--- src/rtl/sprite_blitter.sv ---
// sprite_blitter: copies one rectangular 4-bit palette-indexed sprite from a
// synchronous sprite ROM into the frame buffer, one pixel per clock. Pixels
// whose colour equals KEY are skipped, and pixels that land off-screen are clipped.
//
// Optional feature macro: BLIT_FLIP_EN
//   When it is defined, the flip input mirrors the sprite horizontally.
//   When it is undefined, flip is ignored and the mirror logic is not built.
//
// FSM states
//   state | meaning
//   IDLE  | waiting for start; latches position, base address and flip
//   RUN   | issues one ROM read per clock, in row-major order
//   DRAIN | write stage for the last ROM read
//   DONE  | one-cycle done pulse; busy is already low
module sprite_blitter #(
    parameter int          SCREEN_W = 640,
    parameter int          SCREEN_H = 480,
    parameter int          SPR_W    = 64,
    parameter int          SPR_H    = 64,
    parameter int          ROM_AW   = 16,
    parameter logic [3:0]  KEY      = 4'h0
) (
    input  logic                     Clk,
    input  logic                     Reset_n,
    input  logic                     start,
    input  logic signed [10:0]       sprite_x,
    input  logic signed [10:0]       sprite_y,
    input  logic [ROM_AW-1:0]        sprite_base,
    input  logic                     flip,
    output logic                     busy,
    output logic                     done,
    output logic [ROM_AW-1:0]        rom_addr,
    input  logic [3:0]               rom_data,
    output logic [31:0]              fb_addr,
    output logic [3:0]               fb_data,
    output logic                     fb_we
);

    localparam int CW = (SPR_W > 1) ? $clog2(SPR_W) : 1;
    localparam int RW = (SPR_H > 1) ? $clog2(SPR_H) : 1;
    localparam logic [CW-1:0] COL_LAST = CW'(SPR_W - 1);
    localparam logic [RW-1:0] ROW_LAST = RW'(SPR_H - 1);
    // 13-bit signed coordinates leave headroom above sprite_x + SPR_W
    localparam logic signed [12:0] SCR_W = 13'(SCREEN_W);
    localparam logic signed [12:0] SCR_H = 13'(SCREEN_H);

    typedef enum logic [1:0] {IDLE, RUN, DRAIN, DONE} state_t;

    state_t                 state;
    logic signed [10:0]     x_lat;
    logic signed [10:0]     y_lat;
    logic [CW-1:0]          col;
    logic [RW-1:0]          row;
    logic [CW-1:0]          col_term;
    logic signed [12:0]     x_rd;
    logic signed [12:0]     y_rd;
    logic                   s1_valid;
    logic signed [12:0]     s1_x;
    logic signed [12:0]     s1_y;
    logic                   pix_ok;
    logic [31:0]            wr_addr;

`ifdef BLIT_FLIP_EN
    logic                   flip_lat;
    assign col_term = flip_lat ? (COL_LAST - col) : col;
`else
    logic                   flip_unused;
    assign flip_unused = flip;
    assign col_term    = col;
`endif

    // Screen coordinate of the pixel being read this cycle
    assign x_rd = 13'(x_lat) + $signed({1'b0, 12'(col_term)});
    assign y_rd = 13'(y_lat) + $signed({1'b0, 12'(row)});

    // Write decision for the pixel whose ROM data is arriving this cycle
    assign pix_ok = s1_valid
                 && (s1_x >= 13'sd0) && (s1_x < SCR_W)
                 && (s1_y >= 13'sd0) && (s1_y < SCR_H)
                 && (rom_data != KEY);
    assign wr_addr = 32'(s1_y) * 32'(SCREEN_W) + 32'(s1_x);

    // Sequencer: parameter latch, read-address walk and the one-deep coordinate pipeline
    always_ff @(posedge Clk or negedge Reset_n) begin
        if (!Reset_n) begin
            state    <= IDLE;
            busy     <= 1'b0;
            done     <= 1'b0;
            rom_addr <= '0;
            col      <= '0;
            row      <= '0;
            x_lat    <= '0;
            y_lat    <= '0;
            s1_valid <= 1'b0;
            s1_x     <= '0;
            s1_y     <= '0;
`ifdef BLIT_FLIP_EN
            flip_lat <= 1'b0;
`endif
        end else begin
            done     <= 1'b0;
            s1_valid <= 1'b0;
            case (state)
                IDLE: begin
                    if (start) begin
                        x_lat    <= sprite_x;
                        y_lat    <= sprite_y;
                        rom_addr <= sprite_base;
`ifdef BLIT_FLIP_EN
                        flip_lat <= flip;
`endif
                        col      <= '0;
                        row      <= '0;
                        busy     <= 1'b1;
                        state    <= RUN;
                    end
                end
                RUN: begin
                    s1_valid <= 1'b1;
                    s1_x     <= x_rd;
                    s1_y     <= y_rd;
                    // Row-major storage means the ROM address is a simple increment
                    rom_addr <= rom_addr + ROM_AW'(1);
                    if (col == COL_LAST) begin
                        col <= '0;
                        if (row == ROW_LAST) begin
                            state <= DRAIN;
                        end else begin
                            row <= row + RW'(1);
                        end
                    end else begin
                        col <= col + CW'(1);
                    end
                end
                DRAIN: begin
                    busy  <= 1'b0;
                    done  <= 1'b1;
                    state <= DONE;
                end
                DONE: begin
                    state <= IDLE;
                end
                default: begin
                    state <= IDLE;
                end
            endcase
        end
    end

    // Registered frame-buffer write port
    always_ff @(posedge Clk or negedge Reset_n) begin
        if (!Reset_n) begin
            fb_we   <= 1'b0;
            fb_addr <= '0;
            fb_data <= '0;
        end else begin
            fb_we <= pix_ok;
            if (pix_ok) begin
                fb_addr <= wr_addr;
                fb_data <= rom_data;
            end
        end
    end

endmodule

--- config.mk ---
export PLATFORM = sky130hd
export DESIGN_NAME = sprite_blitter
export DESIGN_NICKNAME = d
export VERILOG_FILES = /design/src/rtl/sprite_blitter.sv
export SDC_FILE = /design/constraint.sdc
export NUM_CORES = 1
export LEC_CHECK = 0
export CAP_MARGIN = 0
export CELL_PAD_IN_SITES_DETAIL_PLACEMENT = 2
export CELL_PAD_IN_SITES_GLOBAL_PLACEMENT = 2
export CORE_MARGIN = 2
export CORE_UTILIZATION = 34
export DETAILED_ROUTE_END_ITERATION = 10
export GPL_TIMING_DRIVEN = 0
export PLACE_DENSITY_LB_ADDON = 0.1
export SLEW_MARGIN = 15
export SYNTH_ARGS = -nofsm -noshare
export SYNTH_HDL_FRONTEND = slang
export SYNTH_SLANG_ARGS = --single-unit
--- constraint.sdc ---
create_clock -name Clk -period 4.5 [get_ports Clk]
set_clock_uncertainty 0.15 [all_clocks]
set_input_delay 1.125 -clock Clk [delete_from_list [all_inputs] [get_ports Clk]]
set_output_delay 1.125 -clock Clk [all_outputs]
set_load 0.05 [all_outputs]
==> results.cfg <==
[status]
outcome = finished clean

[layout]
register_area_mm2 = 0.00270
antennaDiodeCount = 0
multi_input_area_mm2 = 0.00371
drive_gt1_share_pct = 9.05
area_growth_pct = 25.3
nets = 910
postLayoutCellArea_mm2 = 0.00835
fill_cells = 2122

[yosys]
synth_common_cells = 108 x dfrtp_1, 78 x nand2_1, 57 x ha_1
synth_area_mm2 = 0.00666
synth.most_common_cell = dfrtp_1
synth_seq_cells = 108
ys.flop_type = dfrtp_1
yosys_warnings = 0
syn_avg_cell_area_um2 = 9.66
yosys-top-cells-area = dfrtp_1 41%, ha_1 11%, mux2_2 6.1%
syn_nets = 796
ys_seq_area_share_pct = 40.6
synth_edf_count = 0
synth_cell_types = 55
yosys.area.top_type = dfrtp_1
syn_inst = 689
synth-async-reset-ratio_pct = 100
synth_top_area_share_pct = 40.6

[global_route]
grt_pass1_vias = 6312
grt.total_usage_pct = 20.2
grt_pass1_wl_mm = 32.8
grt_max_degree = 69
antenna_found_initial = 0
grt-ovfl-total = 0

[cts]
ctsHtreeMaxLevel = 3
numCtsBuffers = 9
worstSkewPairLatency_ps = 360
clock_path_buffers = 2
root_buffer = clkbuf_16
clkTransAtPathRegs_ps = 80
clock_sinks = 108
tritoncts = done

[die]
rows = 51
initial_utilization_pct = 34.4
die_height_um = 144
core_area_mm2 = 0.0193
die_w_um = 144
ioPinCount = 101
dieArea_mm2 = 0.0207

[timing]
hold_ws_ps = 333
setup_viol = 0
drv_slew = 0
fmax_ghz = 0.233
period_share_pct = 95.3
worst_pin_slew_ps = 810
rsz0062_at_grt = no
hold_viol_final = 0
max_slew_margin_pct = 46.0
setup_slack_ps = 210
layout_min_cycle_time_ps = 4290

[pwr]
leakage_nw = 3.98
p_total_mw = 1.94
peakVddDrop_mv = 0.140
power_density_mw_per_mm2 = 233

[flow_run]
cap_violations = 0

[route]
wl_mm = 20.1
vias_per_cell = 5.31
dr.pass1.iters = 4
drc_errors = 0
via_count = 5692
drtIter0Drc = 154
wl_per_cell_um = 18.7
ant_nets = 0

[critical_path]
reg2reg_slack_ps = 210
startpoint = s1_y[1]
regToRegEndpoint = fb_addr[21]
crit_arrival_ps = 4370
ff2ff_path_depth = 17
critical_path_class = reg2reg
cp.required_ps = 4590
rr_startpoint = s1_y[1]
critical_path.startpoint_type = flop
endpoint_kind = flop
endpoint = fb_addr[21]
cp_max_fo = 3

[min_path]
min_from = s1_x[2]
hp-class = reg2reg

[placement]
place_area_mm2 = 0.00801
dp_hpwl_mm = 15.4
preCtsSetupSlack_ps = 139
gp_congestion = 0.796
portBuffers = 99
worst min-delay path by stage:
stage,to,cells past startpoint
after floorplan,fb_addr[0],2
after global placement,fb_addr[6],2
after detailed placement,fb_addr[6],2
after CTS,fb_addr[6],2
after global routing,fb_addr[5],2
final,fb_addr[2],2
metrics by stage:
stage	std cells	util, %	TNS [ps]
floorplan	689	-	0
global placement	1053	41.3	-235310
detailed placement	1054	41.4	0
CTS	1069	43.0	0
global route	1072	43.2	0
finish	1072	43.2	0
worst max-delay path, cell delays in order, from the launching register on:
cell      delay [ps]
dfrtp_1          440
ha_1             320
ha_1             220
inv_1             70
fa_1             210
nor2b_1           60
o21a_1           190
a311o_1          390
a21o_1           200
a21oi_2          140
o21ai_1          130
a211oi_2         260
ha_1             280
a21o_1           210
or4_1            490
o21ai_2          170
xor2_1           160
o21ai_1           70
area by class of cell:
class / count / share of cell area (%)
multi-input cells: 522 / 44.4
clock inverters: 5 / 0.840
well taps: 265 / 3.97
repair buffers: 103 / 12.5
plain buffers: 30 / 1.72
flip-flops and latches: 108 / 32.4
inverters: 29 / 1.30
clock buffers: 10 / 2.86
repair_timing:
item	CTS	global route
resized for setup	0	1
setup buffers	0	3
hold buffers	0	0
endpoints found under the setup margin	0	1
report_power, final:
part / total [mW] / switching [mW] / leakage, nW / internal (mW)
Clock: 0.856 / 0.401 / 0.153 / 0.455
Sequential: 0.976 / 0.00289 / 1.40 / 0.974
Combinational: 0.109 / 0.0579 / 2.42 / 0.0511
Total: 1.94 / 0.461 / 3.98 / 1.48
registers in the layout (all words and copies together) (netlist names), 2 cells and up:
| register | cells |
|---|---|
| fb_addr | 24 |
| rom_addr | 16 |
| s1_x | 12 |
| s1_y | 12 |
| x_lat | 11 |
| y_lat | 11 |
| col | 6 |
| row | 6 |
| fb_data | 4 |
| state | 2 |
cell usage in the layout (no fill, tap or decap), types with 3 or more instances in the layout:
master and instances:
dfrtp_1 108, clkdlybuf4s50_1 98, nand2_1 78, ha_1 57
a21oi_1 42, nor2_1 41, mux2_2 36, o21ai_0 31
inv_1 29, xnor2_1 24, nand3_1 22, clkbuf_1 19
o22ai_1 15, o21ai_1 14, xor2_1 14, and3_1 13
o22a_1 13, nor3_1 12, o21a_1 11, a21o_1 11
mux2i_1 11, buf_4 11, nor2b_1 10, clkbuf_16 9
nand4_1 8, or3_1 6, o211ai_1 5, a31oi_1 5
nand2b_1 4, fa_1 4, o41ai_1 3, o31ai_1 3
a22o_1 3
cell families (layout without fill, tap and decap cells):
group	count (synthesis)	count (layout)	synth area share, %
XOR/XNOR	38	38	5.00
flip-flops	108	108	40.6
AND/OR/NAND/NOR	202	202	14.1
buffers and inverters	59	177	3.80
adder cells (fa/ha/maj)	61	61	11.9
AO/OA/AOI/OAI	174	174	16.8
multiplexers	47	47	7.74
metal layers:
metal	GRT usage, %	part of all wire [%]
met5	0	0
met4	4.39	1.1
met3	2.83	1.9
met2	37.4	53
met1	24.8	44
(Power assumes the default switching activity.)
